==> config.mk <==
export PLATFORM = sky130hd
export DESIGN_NAME = id_stage_rim
export DESIGN_NICKNAME = d
export VERILOG_FILES = /design/src/rtl/id_stage_rim.sv
export SDC_FILE = /design/constraint.sdc
export NUM_CORES = 1
export LEC_CHECK = 0
export CORE_AREA = 5 5 184 186
export DETAILED_ROUTE_END_ITERATION = 10
export DIE_AREA = 0 0 189 191
export DONT_BUFFER_PORTS = 1
export MAX_ROUTING_LAYER = met4
export SLEW_MARGIN = 20
export SYNTH_ARGS = -nofsm -noshare
export SYNTH_HDL_FRONTEND = slang
export SYNTH_SLANG_ARGS = --single-unit
==> constraint.sdc <==
create_clock -name clk -period 5.1 [get_ports clk]
set_clock_uncertainty 0.2 [all_clocks]
set_input_delay 0.765 -clock clk [delete_from_list [all_inputs] [get_ports clk]]
set_output_delay 0.765 -clock clk [all_outputs]
set_load 0.02 [all_outputs]
==> src/rtl/id_stage_rim.sv <==
// id_stage_rim: registered decode stage between IF and EX.
// Decodes R-type / I-type ALU instructions, reads the regfile combinationally,
// forwards EX/MEM results, stalls on load-use hazards and hands a registered
// payload to EX over a valid/ready handshake. Keeps a saturating count of
// hazard stall cycles.
// Optional feature: define ID_MULDIV_EN to accept M-extension encodings
// (opcode 0110011, funct7 0000001); otherwise they decode as illegal.
module id_stage_rim #(
    parameter int XLEN    = 64,
    parameter int ILEN    = 32,
    parameter int RADDR_W = 5,
    parameter int CNT_W   = 16
) (
    input  logic               clk,
    input  logic               rst_n,
    input  logic               in_valid_i,
    output logic               in_ready_o,
    input  logic [ILEN-1:0]    inst_i,
    output logic [RADDR_W-1:0] reg1_raddr_o,
    output logic [RADDR_W-1:0] reg2_raddr_o,
    output logic               reg1_re_o,
    output logic               reg2_re_o,
    input  logic [XLEN-1:0]    reg1_rdata_i,
    input  logic [XLEN-1:0]    reg2_rdata_i,
    input  logic               ex_fwd_we_i,
    input  logic [RADDR_W-1:0] ex_fwd_waddr_i,
    input  logic [XLEN-1:0]    ex_fwd_data_i,
    input  logic               mem_fwd_we_i,
    input  logic [RADDR_W-1:0] mem_fwd_waddr_i,
    input  logic [XLEN-1:0]    mem_fwd_data_i,
    input  logic               ex_is_load_i,
    input  logic [RADDR_W-1:0] ex_rd_i,
    input  logic               flush_i,
    output logic               out_valid_o,
    input  logic               out_ready_i,
    output logic [XLEN-1:0]    op1_o,
    output logic [XLEN-1:0]    op2_o,
    output logic [4:0]         alu_op_o,
    output logic               reg_we_o,
    output logic [RADDR_W-1:0] reg_waddr_o,
    output logic               illegal_o,
    output logic [CNT_W-1:0]   stall_cnt_o
);

    localparam logic [6:0] OPC_R = 7'b0110011;
    localparam logic [6:0] OPC_I = 7'b0010011;

    // Saturating increment: sticks at all-ones instead of wrapping.
    function automatic logic [CNT_W-1:0] sat_inc(input logic [CNT_W-1:0] c);
        return (&c) ? c : c + 1'b1;
    endfunction

    // Operand source: EX result beats MEM result beats regfile; x0 is always 0.
    function automatic logic [XLEN-1:0] fwd_sel(
        input logic [RADDR_W-1:0] rs,
        input logic [XLEN-1:0]    rf_data,
        input logic               ex_we,
        input logic [RADDR_W-1:0] ex_waddr,
        input logic [XLEN-1:0]    ex_data,
        input logic               mem_we,
        input logic [RADDR_W-1:0] mem_waddr,
        input logic [XLEN-1:0]    mem_data
    );
        if (rs == '0)                         return '0;
        else if (ex_we && (ex_waddr == rs))   return ex_data;
        else if (mem_we && (mem_waddr == rs)) return mem_data;
        else                                  return rf_data;
    endfunction

    // Instruction fields
    logic [6:0]         opcode_p0;
    logic [2:0]         funct3_p0;
    logic [6:0]         funct7_p0;
    logic [RADDR_W-1:0] rs1_p0, rs2_p0, rd_p0;
    logic signed [11:0]     imm12_p0;
    logic signed [XLEN-1:0] imm_sx_p0;

    assign opcode_p0 = inst_i[6:0];
    assign rd_p0     = inst_i[11:7];
    assign funct3_p0 = inst_i[14:12];
    assign rs1_p0    = inst_i[19:15];
    assign rs2_p0    = inst_i[24:20];
    assign funct7_p0 = inst_i[31:25];
    assign imm12_p0  = inst_i[31:20];
    assign imm_sx_p0 = {{(XLEN-12){imm12_p0[11]}}, imm12_p0};

    // Decode results
    logic       legal_p0, use_rs1_p0, use_rs2_p0, is_itype_p0;
    logic       muldiv_p0, alt_p0, we_p0;
    logic [4:0] alu_op_p0;

    // Classify the instruction and work out which source fields it reads.
    always_comb begin
        legal_p0    = 1'b0;
        use_rs1_p0  = 1'b0;
        use_rs2_p0  = 1'b0;
        is_itype_p0 = 1'b0;
        muldiv_p0   = 1'b0;
        alt_p0      = 1'b0;
        case (opcode_p0)
            OPC_R: begin
                case (funct7_p0)
                    7'b0000000: legal_p0 = 1'b1;
                    7'b0100000: begin
                        legal_p0 = 1'b1;
                        alt_p0   = 1'b1;
                    end
`ifdef ID_MULDIV_EN
                    7'b0000001: begin
                        legal_p0  = 1'b1;
                        muldiv_p0 = 1'b1;
                    end
`endif
                    default: legal_p0 = 1'b0;
                endcase
                use_rs1_p0 = legal_p0;
                use_rs2_p0 = legal_p0;
            end
            OPC_I: begin
                if (funct3_p0 == 3'b001) begin
                    legal_p0 = (inst_i[31:26] == 6'b000000);
                end else if (funct3_p0 == 3'b101) begin
                    if (inst_i[31:26] == 6'b000000) begin
                        legal_p0 = 1'b1;
                    end else if (inst_i[31:26] == 6'b010000) begin
                        legal_p0 = 1'b1;
                        alt_p0   = 1'b1;
                    end
                end else begin
                    legal_p0 = 1'b1;
                end
                use_rs1_p0  = legal_p0;
                is_itype_p0 = legal_p0;
            end
            default: legal_p0 = 1'b0;
        endcase
    end

    assign we_p0     = legal_p0 && (rd_p0 != '0);
    assign alu_op_p0 = legal_p0 ? {muldiv_p0, alt_p0, funct3_p0} : 5'b0;

    // Regfile read ports only light up for a valid instruction that uses the field
    assign reg1_re_o    = in_valid_i && use_rs1_p0;
    assign reg2_re_o    = in_valid_i && use_rs2_p0;
    assign reg1_raddr_o = reg1_re_o ? rs1_p0 : '0;
    assign reg2_raddr_o = reg2_re_o ? rs2_p0 : '0;

    // Operands after forwarding
    logic [XLEN-1:0] fwd1_p0, fwd2_p0, op1_p0, op2_p0;

    assign fwd1_p0 = fwd_sel(rs1_p0, reg1_rdata_i, ex_fwd_we_i, ex_fwd_waddr_i, ex_fwd_data_i,
                             mem_fwd_we_i, mem_fwd_waddr_i, mem_fwd_data_i);
    assign fwd2_p0 = fwd_sel(rs2_p0, reg2_rdata_i, ex_fwd_we_i, ex_fwd_waddr_i, ex_fwd_data_i,
                             mem_fwd_we_i, mem_fwd_waddr_i, mem_fwd_data_i);
    assign op1_p0  = use_rs1_p0 ? fwd1_p0 : '0;
    assign op2_p0  = use_rs2_p0  ? fwd2_p0 :
                     is_itype_p0 ? imm_sx_p0 : '0;

    // Load-use hazard: the loaded value is not forwardable until it leaves EX
    logic hz_p0, accept_p0;

    assign hz_p0 = in_valid_i && ex_is_load_i && (ex_rd_i != '0) &&
                   ((use_rs1_p0 && (rs1_p0 == ex_rd_i)) ||
                    (use_rs2_p0 && (rs2_p0 == ex_rd_i)));

    logic vld_p1;

    assign in_ready_o = (!vld_p1 || out_ready_i) && !hz_p0 && !flush_i;
    assign accept_p0  = in_valid_i && in_ready_o;

    // ---- p0 -> p1 stage boundary ----
    logic [XLEN-1:0]    op1_p1, op2_p1;
    logic [4:0]         alu_op_p1;
    logic               we_p1, illegal_p1;
    logic [RADDR_W-1:0] waddr_p1;
    logic [CNT_W-1:0]   stall_cnt_p1;

    // Handshake to EX: flush kills, accept captures, drain clears, else hold.
    always_ff @(posedge clk or negedge rst_n) begin
        if (!rst_n) begin
            vld_p1     <= 1'b0;
            op1_p1     <= '0;
            op2_p1     <= '0;
            alu_op_p1  <= '0;
            we_p1      <= 1'b0;
            waddr_p1   <= '0;
            illegal_p1 <= 1'b0;
        end else if (flush_i) begin
            vld_p1 <= 1'b0;
        end else if (accept_p0) begin
            vld_p1     <= 1'b1;
            op1_p1     <= op1_p0;
            op2_p1     <= op2_p0;
            alu_op_p1  <= alu_op_p0;
            we_p1      <= we_p0;
            waddr_p1   <= rd_p0;
            illegal_p1 <= !legal_p0;
        end else if (vld_p1 && out_ready_i) begin
            vld_p1 <= 1'b0;
        end
    end

    // Count every cycle spent in a load-use hazard; flush leaves it alone.
    always_ff @(posedge clk or negedge rst_n) begin
        if (!rst_n) begin
            stall_cnt_p1 <= '0;
        end else if (hz_p0) begin
            stall_cnt_p1 <= sat_inc(stall_cnt_p1);
        end
    end

    assign out_valid_o = vld_p1;
    assign op1_o       = op1_p1;
    assign op2_o       = op2_p1;
    assign alu_op_o    = alu_op_p1;
    assign reg_we_o    = we_p1;
    assign reg_waddr_o = waddr_p1;
    assign illegal_o   = illegal_p1;
    assign stall_cnt_o = stall_cnt_p1;

endmodule

==> flow_results.xml <==
<?xml version="1.0" encoding="UTF-8"?>
<metrics>
  <group name="die">
    <metric name="die_y" unit="um">191</metric>
    <metric name="floorplan.core_area" unit="sq um">32100</metric>
    <metric name="start_util" unit="">0.329</metric>
    <metric name="die_w" unit="um">189</metric>
    <metric name="fp.dieArea" unit="sq um">36100</metric>
    <metric name="num_io_pins" unit="">481</metric>
    <metric name="placementRows" unit="">66</metric>
  </group>
  <group name="global_route">
    <metric name="grt.total_usage" unit="">0.216</metric>
    <metric name="globalRouteOverflowTotal" unit="">0</metric>
    <metric name="grt_max_degree" unit="">157</metric>
    <metric name="first_global_vias" unit="">8539</metric>
    <metric name="grt_pass1_wl" unit="mm">57.6</metric>
    <metric name="grt_antenna_before_repair" unit="">1</metric>
  </group>
  <group name="sta">
    <metric name="slew-limit-headroom" unit="">0.388</metric>
    <metric name="hold_viol_final" unit="">0</metric>
    <metric name="fin_hold_ws" unit="ns">0.136</metric>
    <metric name="min_period_over_period" unit="">0.709</metric>
    <metric name="finalWorstPathRequiredPeriod" unit="ns">3.62</metric>
    <metric name="grt_setup_unrepaired" unit="">false</metric>
    <metric name="worst_pin_slew" unit="ns">0.918</metric>
    <metric name="slew_viol_final" unit="">0</metric>
    <metric name="setup_viol" unit="">0</metric>
    <metric name="tns" unit="ns">0</metric>
    <metric name="max_clock_freq" unit="GHz">0.277</metric>
  </group>
  <group name="setup_path">
    <metric name="r2r-start" unit="">out_valid_o$_DFFE_PN0P_</metric>
    <metric name="critPathLaunch" unit="">ex_rd_i[0]</metric>
    <metric name="setup.worst_path.class" unit="">in2out</metric>
    <metric name="cp_data_required_time" unit="ns">4.14</metric>
    <metric name="critical_path_peak_fanout" unit="">8</metric>
    <metric name="worst-r2r-setup-slack" unit="ns">2.07</metric>
    <metric name="timing.reg2reg.worst_path_depth" unit="">5</metric>
    <metric name="worst_setup_path_start_kind" unit="">input port</metric>
    <metric name="cp-end-kind" unit="">output port</metric>
    <metric name="worst_ep_arrival_time" unit="ns">2.65</metric>
    <metric name="endpoint_of_the_lowest_slack_register_to_register_path" unit="">op1_o[3]$_DFFE_PN0P_</metric>
  </group>
  <group name="logic_synthesis">
    <metric name="synth_async_sr_flop_share" unit="">1.00</metric>
    <metric name="synthesis.instances" unit="">1019</metric>
    <metric name="synth_enable_flop_cells" unit="">0</metric>
    <metric name="yosys.area.top_type_share" unit="">0.370</metric>
    <metric name="synth_seq_cells" unit="">156</metric>
    <metric name="yosysWarningCount" unit="">0</metric>
    <metric name="synth.yosys.seq_area_share" unit="">0.370</metric>
    <metric name="largest_cells_by_area_after_synthesis" unit="">sky130_fd_sc_hd__dfrtp_1, sky130_fd_sc_hd__mux2_4, sky130_fd_sc_hd__o21ai_0, sky130_fd_sc_hd__mux2i_1, sky130_fd_sc_hd__a221oi_1</metric>
    <metric name="syn-cell-area" unit="sq um">10600</metric>
    <metric name="yosys_most_used_dff" unit="">sky130_fd_sc_hd__dfrtp_1</metric>
    <metric name="synth_top_cell_by_area" unit="">sky130_fd_sc_hd__dfrtp_1</metric>
    <metric name="netlist-cell-type-count" unit="">56</metric>
    <metric name="syn-mean-instance-area" unit="sq um">10.4</metric>
    <metric name="synth_nets" unit="">1331</metric>
  </group>
  <group name="placement">
    <metric name="io_buffers" unit="">0</metric>
    <metric name="hpwl" unit="mm">29.2</metric>
    <metric name="place.gp.congestion" unit="">0.916</metric>
  </group>
  <group name="routing">
    <metric name="drt_wl_total" unit="mm">40.1</metric>
    <metric name="detailed_route_wire_length_per_cell" unit="um">29.2</metric>
    <metric name="ant_nets" unit="">0</metric>
    <metric name="via_per_inst" unit="">6.24</metric>
    <metric name="drt-pass1-iter-count" unit="">5</metric>
    <metric name="routed-via-count" unit="">8574</metric>
    <metric name="drtIter0Drc" unit="">648</metric>
    <metric name="post-route-drc-count" unit="">0</metric>
  </group>
  <group name="clocking">
    <metric name="cts-root-to-sink-buffers" unit="">2</metric>
    <metric name="cts.hold.buffers_added" unit="">1</metric>
    <metric name="cts_root_buf" unit="">sky130_fd_sc_hd__clkbuf_16</metric>
    <metric name="worst_setup_hold_path_clk_slew" unit="ns">0.06</metric>
    <metric name="cts_post_setup_buffers_inserted" unit="">0</metric>
    <metric name="clock_insertion_delay_worst_skew" unit="ns">0.42</metric>
    <metric name="cts-resized-gates" unit="">0</metric>
    <metric name="sinks_on_the_clock_net" unit="">156</metric>
    <metric name="cts_tree" unit="">done</metric>
    <metric name="htree_levels" unit="">4</metric>
    <metric name="numCtsBuffers" unit="">17</metric>
  </group>
  <group name="run_status">
    <metric name="status" unit="">completed</metric>
  </group>
  <group name="final_layout">
    <metric name="design.final.nets" unit="">1267</metric>
    <metric name="multi_input_area" unit="sq um">6100</metric>
    <metric name="area.sequential" unit="sq um">3900</metric>
    <metric name="layout.filler_cells" unit="">3246</metric>
    <metric name="area_growth_syn_to_fin" unit="%">7.29</metric>
    <metric name="drive_above_1_share" unit="">0.205</metric>
  </group>
  <group name="hold_path">
    <metric name="min_path_type" unit="">in2async</metric>
  </group>
  <group name="pwr">
    <metric name="power.ir.vdd_worst" unit="mV">0.221</metric>
    <metric name="power.static_leakage" unit="nW">5.05</metric>
    <metric name="power_per_cell_area" unit="nW/um^2">251</metric>
  </group>
  <group name="flow_run">
    <metric name="drv.max_cap_violation_count" unit="">0</metric>
  </group>
</metrics>
-- synthesized netlist by cell type, drive strengths merged (2+ instances only) --
master and number:
or2 2, nand4b 2, nor2b 2, xor2 28
or4 4, clkbuf 73, inv 2, nand4 3
nor4 5, xnor2 15, mux2 124, nand2 12
a31oi 2, nor3b 2, dfrtp 156, and2 7
nor2 75, a211oi 65, and3 73, nor3 9
mux2i 64, a221oi 64, o21ai 154, buf 33
nand2b 4, nand3 14, a2bb2oi 11
-- stage by stage --
stage	std cells	setup WS, ns	instance area (sq um)	utilization	power (mW)
4_1_cts	1374	1.49	11300	0.352	2.89
5_1_grt	1375	1.36	11300	0.353	2.97
2_1_floorplan	1019	1.68	10600	-	1.52
3_5_place_dp	1343	1.29	10700	0.333	1.55
3_3_place_gp	1343	1.34	10700	0.333	1.55
6_report	1375	1.48	11300	0.353	2.85
-- logic make-up (layout without fill, tap and decap cells) --
kind of cell,after synthesis,count (layout),share of synthesized area
AO/OA/AOI/OAI,305,305,0.192
buffers and inverters,108,55,0.0596
multiplexers,188,188,0.229
other,1,2,0.000355
XOR/XNOR,43,43,0.0357
flip-flops,156,156,0.370
AND/OR/NAND/NOR,217,217,0.112
adder cells (fa/ha/maj),1,1,0.00119
-- where the power goes --
part           switching (mW)  leakage (nW)  internal (mW)  total, mW
sequential             0.0289          2.16           1.25       1.28
combinational           0.162          2.61          0.117      0.279
clock                   0.534         0.272          0.755       1.29
total                   0.725          5.05           2.12       2.85
-- cells in the final DEF (no fill, tap or decap), drive strengths merged, types with 2 or more instances in the layout --
cell type / instances
or4: 4
mux2i: 64
and2: 7
or2: 2
a31oi: 2
nand4: 3
inv: 3
clkinvlp: 5
nor4: 5
nor3: 9
clkbuf: 20
nor2: 75
xnor2: 15
nand2: 12
xor2: 28
a2bb2oi: 11
o21ai: 154
clkinv: 2
and3: 73
a221oi: 64
nand3: 14
dfrtp: 156
mux2: 124
nand4b: 2
buf: 23
a211oi: 65
nor2b: 2
nand2b: 4
bufinv: 2
nor3b: 2
-- flip-flops by register name, summed over array words and instances (netlist names) --
signal / flops
alu_op_o: 4
reg_waddr_o: 5
op2_o: 64
op1_o: 64
reg_we_o: 1
stall_cnt_o: 16
out_valid_o: 1
illegal_o: 1
-- layer usage --
layer	global-route usage	wire, um	share of wire
met1	0.258	15500	0.39
met2	0.339	18900	0.47
met3	0.0696	4040	0.10
met4	0.0860	1600	0.040
met5	-	0	0
-- worst max path at each step --
stage | endpoint | slack (ns) | depth (start not counted)
2_1_floorplan | in_ready_o | 1.68 | 5
3_3_place_gp | op1_o[3]$_DFFE_PN0P_ | 1.34 | 8
3_5_place_dp | op1_o[3]$_DFFE_PN0P_ | 1.29 | 7
4_1_cts | in_ready_o | 1.49 | 5
5_1_grt | in_ready_o | 1.36 | 5
6_report | in_ready_o | 1.48 | 5
-- cell type report --
| class | instances | share of cell area |
|---|---|---|
| multi-input combinational | 755 | 0.539 |
| sequential | 156 | 0.345 |
| tap | 408 | 0.0451 |
| clock buffer | 20 | 0.0412 |
| timing repair buffer | 23 | 0.0192 |
| clock inverter | 10 | 0.0103 |
| inverter | 2 | 0.000663 |
| antenna | 1 | 0.000221 |
-- worst max-delay path: stages --
cell                       delay, ns
sky130_fd_sc_hd__or4_1          0.50
sky130_fd_sc_hd__o21a_1         0.21
sky130_fd_sc_hd__and2_1         0.19
sky130_fd_sc_hd__o211ai_1       0.32
sky130_fd_sc_hd__nor3b_1        0.67
No activity file was read; power rests on OpenSTA's default activity.
